<file path="config.mk">
export PLATFORM = sky130hd
export DESIGN_NAME = map_scroll_ctrl
export DESIGN_NICKNAME = d
export VERILOG_FILES = /design/src/rtl/map_scroll_ctrl_pkg.sv /design/src/rtl/map_scroll_ctrl_step_timer.sv /design/src/rtl/map_scroll_ctrl.sv
export SDC_FILE = /design/constraint.sdc
export NUM_CORES = 1
export LEC_CHECK = 0
export CAP_MARGIN = 20
export CORE_AREA = 4 4 78 80
export DETAILED_ROUTE_END_ITERATION = 12
export DIE_AREA = 0 0 82 84
export GPL_TIMING_DRIVEN = 0
export HOLD_SLACK_MARGIN = 0.05
export PLACE_DENSITY = 0.45
export SYNTH_ARGS = -nofsm -noshare
export SYNTH_HDL_FRONTEND = slang
export SYNTH_SLANG_ARGS = --single-unit
</file>
<file path="constraint.sdc">
create_clock -name clk -period 2.5 [get_ports clk]
set_input_delay 0.625 -clock clk [delete_from_list [all_inputs] [get_ports clk]]
set_output_delay 0.625 -clock clk [all_outputs]
set_load 0.1 [all_outputs]
</file>
<file path="src/rtl/map_scroll_ctrl_pkg.sv">
// Shared game constants and scroll-controller types.
// Game-state encodings match the ones mario_movement uses.
package map_scroll_ctrl_pkg;

  localparam logic [1:0] GAME_END   = 2'd0;
  localparam logic [1:0] GAME_ING   = 2'd1;
  localparam logic [1:0] GAME_START = 2'd2;

  localparam int SCREEN_W  = 20;
  localparam int MAP_LEN   = 128;
  localparam int MAX_SHIFT = MAP_LEN - SCREEN_W;

  typedef enum logic [1:0] {
    S_IDLE   = 2'd0,
    S_SCROLL = 2'd1,
    S_WAIT   = 2'd2,
    S_END    = 2'd3
  } scroll_state_t;

  // Right-most visible map column for a given scroll offset.
  function automatic logic [6:0] col_of_shift(input logic [6:0] shift);
    return shift + 7'(SCREEN_W - 1);
  endfunction

endpackage

</file>
<file path="src/rtl/map_scroll_ctrl_step_timer.sv">
// Tick-qualified step counter: one step pulse every STEP_TICKS enabled ticks.
// The pulse is combinational so the caller can act on the same clock edge.
module scroll_step_timer #(
  parameter int STEP_TICKS = 2
) (
  input  logic clk,
  input  logic reset,
  input  logic clear,
  input  logic enable,
  output logic step
);

  localparam logic [2:0] LAST = 3'(STEP_TICKS - 1);

  logic [2:0] count;

  assign step = enable && (count == LAST);

  // Count enabled ticks; wrap to zero on the step tick or any clear.
  always_ff @(posedge clk) begin
    if (reset || clear) begin
      count <= 3'd0;
    end else if (step) begin
      count <= 3'd0;
    end else if (enable) begin
      count <= count + 3'd1;
    end else begin
      count <= count;
    end
  end

endmodule

</file>
<file path="src/rtl/map_scroll_ctrl.sv">
// Horizontal map-scroll controller: advances shift_map, requests newly exposed
// columns from the tile loader and flags goal arrival at the end of the map.
module map_scroll_ctrl
  import map_scroll_ctrl_pkg::*;
#(
  parameter int SCROLL_X   = 10,
  parameter int STEP_TICKS = 2,
  parameter int GOAL_X     = 18
) (
  input  logic       clk,
  input  logic       reset,
  input  logic       tick,
  input  logic [1:0] game_state,
  input  logic       forward,
  input  logic       fmovable,
  input  logic [4:0] mario_x,
  output logic [7:0] shift_map,
  output logic       scrolling,
  output logic       col_req,
  output logic [6:0] col_idx,
  input  logic       col_ack,
  output logic       goal_reached
);

  scroll_state_t state, state_next;
  logic [7:0]    shift_next;
  logic          col_req_next;
  logic [6:0]    col_idx_next;
  logic          goal_next;

  logic game_ing, game_start;
  logic scroll_ok, goal_hit;
  logic timer_clear, timer_enable, step_pulse;

  assign game_ing   = (game_state == GAME_ING);
  assign game_start = (game_state == GAME_START);

  // col_req in the term keeps a pending column fetch from being overtaken.
  assign scroll_ok = game_ing && forward && fmovable
                  && (mario_x > 5'(SCROLL_X))
                  && !col_req
                  && (shift_map < 8'(MAX_SHIFT));

  assign goal_hit = (state != S_END)
                 && (shift_map == 8'(MAX_SHIFT))
                 && (mario_x >= 5'(GOAL_X))
                 && game_ing;

  assign timer_enable = tick && (state == S_SCROLL) && scroll_ok && !goal_hit;
  assign timer_clear  = (state != S_SCROLL) || !scroll_ok || game_start || goal_hit;

  scroll_step_timer #(
    .STEP_TICKS (STEP_TICKS)
  ) u_step_timer (
    .clk    (clk),
    .reset  (reset),
    .clear  (timer_clear),
    .enable (timer_enable),
    .step   (step_pulse)
  );

  // Next-state and next-output logic; GAME_START beats goal, goal beats scrolling.
  always_comb begin
    state_next   = state;
    shift_next   = shift_map;
    col_req_next = col_req;
    col_idx_next = col_idx;
    goal_next    = goal_reached;

    if (game_start) begin
      state_next   = S_IDLE;
      shift_next   = 8'd0;
      col_req_next = 1'b0;
      col_idx_next = 7'd0;
      goal_next    = 1'b0;
    end else if (goal_hit) begin
      state_next   = S_END;
      col_req_next = 1'b0;
      goal_next    = 1'b1;
    end else begin
      case (state)
        S_IDLE: begin
          if (scroll_ok) begin
            state_next = S_SCROLL;
          end else begin
            state_next = S_IDLE;
          end
        end
        S_SCROLL: begin
          if (!scroll_ok) begin
            state_next = S_IDLE;
          end else if (step_pulse) begin
            state_next   = S_WAIT;
            shift_next   = shift_map + 8'd1;
            col_req_next = 1'b1;
            col_idx_next = col_of_shift(shift_next[6:0]);
          end else begin
            state_next = S_SCROLL;
          end
        end
        S_WAIT: begin
          // The handshake completes even under GAME_END.
          if (col_ack) begin
            state_next   = S_IDLE;
            col_req_next = 1'b0;
          end else begin
            state_next = S_WAIT;
          end
        end
        S_END: begin
          state_next   = S_END;
          col_req_next = 1'b0;
          goal_next    = 1'b1;
        end
        default: begin
          state_next   = S_IDLE;
          col_req_next = 1'b0;
        end
      endcase
    end
  end

  // State register and registered outputs.
  always_ff @(posedge clk) begin
    if (reset) begin
      state        <= S_IDLE;
      shift_map    <= 8'd0;
      scrolling    <= 1'b0;
      col_req      <= 1'b0;
      col_idx      <= 7'd0;
      goal_reached <= 1'b0;
    end else begin
      state        <= state_next;
      shift_map    <= shift_next;
      scrolling    <= (state_next == S_SCROLL);
      col_req      <= col_req_next;
      col_idx      <= col_idx_next;
      goal_reached <= goal_next;
    end
  end

endmodule

</file>
==> flow_metrics.tcl <==
set metrics [dict create \
    synth-seq-area-share_pct 35.5 \
    min_path_type "flip-flop to flip-flop" \
    p_switching_w 0.000143 \
    reg2reg_slack_ns 0.08 \
    cp.arrival_ns 2.64 \
    seq_power_share_pct 56.9 \
    fp.dieH_um 84 \
    timing.rr.start "shift_map[5]" \
    die_w_um 82 \
    clock_sinks 23 \
    finalMaxSlewViolations 0 \
    hold_path_end "shift_map[7]" \
    synth_area_leader_cell "dfxtp_1" \
    yosysMostFrequentCell "dfxtp_1" \
    hold_buffers 0 \
    rows 27 \
    cell_internal_pwr_w 0.000499 \
    synthTopCellsByCount "dfxtp_1 (23), nor2_1 (16), a21oi_1 (9), nand2_1 (9), clkbuf_1 (7)" \
    grt_pass1_vias 1153 \
    first_iter_violations 45 \
    via_per_inst 4.60 \
    synth.area.top_cells "dfxtp_1 (36%), nor2_1 (4.6%), xnor2_1 (4.1%)" \
    synth_nets 172 \
    die_area_um2 6890 \
    required_ns 2.69 \
    finalClockSkew_ns 0.00408 \
    overflow 0 \
    areaGrowthSynthToFinish_pct 37.5 \
    seqCellArea_um2 473 \
    ys_seq_elements 23 \
    hpwl_um 2510 \
    drcViolationCount 0 \
    min_period_over_period_pct 98.1 \
    start_kind "input port" \
    yosys.area.top_type_share_pct 35.5 \
    post-route-min-period_ns 2.45 \
    clk_transition_reported_paths_ns 0.08 \
    dr.pass1.iters 4 \
    r2r-end "shift_map[5]" \
    io_buffers 30 \
    wl_per_cell_um 12.7 \
    ff2ff_path_depth 7 \
    numCtsBuffers 3 \
    synth_edf_count 0 \
    clock_path_buffers 2 \
    drive_gt1_share_pct 13.1 \
    synth_area_um2 1300 \
    htree_levels 1 \
    multi_input_area_um2 788 \
    critPathCaptureType "flip-flop" \
    p_leak_nw 0.636 \
    min_delay_path_depth 1 \
    setup_viol 0 \
    postRouteAntennaNets 0 \
    insertion_delay_ns 0.26 \
    root_buffer "clkbuf_8" \
    cp_max_fo 2 \
    fmax_ghz 0.408 \
    tightestPinTransition_ns 0.971 \
    nets 209 \
    hp-start "shift_map[7]" \
    post-route-util_pct 33.0 \
    gp_congestion 0.820 \
    power.density_nw_per_um2 360 \
    routed_wl_um 3340 \
    synthArstFlopShare_pct 0 \
    combinationalPowerShare_pct 6.4 \
    yosysUniqueCellTypes 39 \
    initial_utilization_pct 24.0 \
    syn_area_per_cell_um2 8.36 \
    syn_inst 155 \
    hold_violations 0 \
    fin_area_um2 1780 \
    clockPowerShare_pct 36.7 \
    antenna_found_initial 0 \
    grt_pass1_wl_um 5540 \
    critPathKind "input port to flip-flop" \
    ioPinCount 31 \
    n_antenna_cell 0 \
    status "completed" \
    nFillCells 588 \
    setup-tns-final_ns 0 \
    synthFlopType "dfxtp_1" \
    cts_tree "yes" \
    slew_headroom_pct 35.1 \
    grt_max_degree 13 \
    ir_drop_v 0.000215 \
    core_um2 5410 \
    grt_usage_pct 10.0 \
    switching_share_pct 22.3 \
    ys.warnings.count 0 \
    place_area_um2 1700 \
    via_count 1211 \
    drv_cap 0 \
]
[per-layer routing]
metal | vias up | share of wire (%) | GRT usage, % | wire (um)
li1 | 623 | - | - | -
met1 | 554 | 48 | 13.9 | 1600
met2 | 32 | 47 | 15.3 | 1550
met3 | 2 | 4.8 | 1.94 | 160
met4 | 0 | 0.75 | 3.32 | 25
met5 | - | 0 | 0 | 0
[cells by family after synthesis]
kind of cell / after synthesis / synth area share (%)
and+or+nand+nor: 57 / 23.5
buffers and inverters: 16 / 5.41
AOI/OAI and AO/OA: 40 / 21.1
xor gates and xnor gates: 10 / 6.76
adders and majority gates: 4 / 3.86
muxes: 5 / 3.86
DFF: 23 / 35.5
[state kept, by name (all words and copies together), names as in the netlist]
name / cells
col_req: 1
u_step_timer.count: 3
shift_map: 8
state: 2
goal_reached: 1
col_idx: 7
scrolling: 1
[layout by cell type (no fill, tap or decap), types with 2 or more instances in the layout]
cell type	netlist	final
o31ai_1	2	2
o21a_1	4	4
a21o_1	5	5
nand3_1	5	5
clkdlybuf4s50_1	0	25
and3_1	2	2
nor3b_1	2	2
o21ai_0	4	4
nand4_1	3	3
buf_4	0	2
clkbuf_1	7	8
buf_6	1	2
xor2_1	4	4
and3b_1	2	2
inv_1	6	6
and2_1	3	3
mux2i_1	5	5
a21oi_1	9	8
nand2_1	9	9
nand2b_1	3	3
buf_2	2	2
dfxtp_1	23	15
dlygate4sd2_1	0	3
nor2_1	16	16
ha_1	4	4
a211oi_1	5	5
a31oi_1	5	5
dfxtp_2	0	7
xnor2_1	6	6
or4_4	0	2
clkbuf_8	0	3
nor3_1	3	3
[worst max-delay path, stage by stage]
cell and delay, ns:
dlygate4sd2_1 0.21, nand4b_1 0.14, a2111o_1 0.33, or4_4 0.54, buf_6 0.13, or4_4 0.52, a21oi_2 0.14
[stage by stage]
stage               hold WS [ns]  setup WS [ns]  cells  total power, W
floorplan                  0.494        -0.0390    155        0.000389
finish                     0.500         0.0472    263        0.000642
detailed placement         0.484         -0.580    257        0.000416
CTS                        0.506        0.00276    263        0.000652
global route               0.513        -0.0133    263        0.000666
global placement           0.480         -0.596    257        0.000416
[final cells by class]
cell class	count	share of cell area [%]
buffer	10	3.02
clock buffer	4	2.53
inverter	6	1.26
multi-input combinational	116	44.2
sequential	23	26.5
tap	72	5.06
timing repair buffer	32	17.3
[power groups by stage]
stage	registers, W	clock network (W)	logic [W]
global placement	0.000374	0	0.0000420
CTS	0.000365	0.000245	0.0000414
detailed placement	0.000374	0	0.0000423
finish	0.000365	0.000236	0.0000411
floorplan	0.000375	0	0.0000138
global route	0.000366	0.000256	0.0000448
[how the worst max path moves through the flow]
stage                  start            to  slack, ns  cells after the start
2_1_floorplan   shift_map[5]  shift_map[5]      -0.04                      7
3_5_place_dp   game_state[1]    col_idx[6]      -0.58                      7
3_3_place_gp   game_state[1]  shift_map[2]      -0.60                      7
4_1_cts                 tick  shift_map[5]      0.003                      7
5_1_grt        game_state[0]  shift_map[5]      -0.01                      7
6_report       game_state[0]  shift_map[5]       0.05                      7
[repair_timing]
item                                    in CTS  in global routing
endpoints found under the hold margin        0                  0
gates resized for setup                     11                  4
endpoints found under the setup margin      12                  1
pin swaps                                    5                  4
buffers inserted                             2                  0
Power figures use the tool's default switching activity.
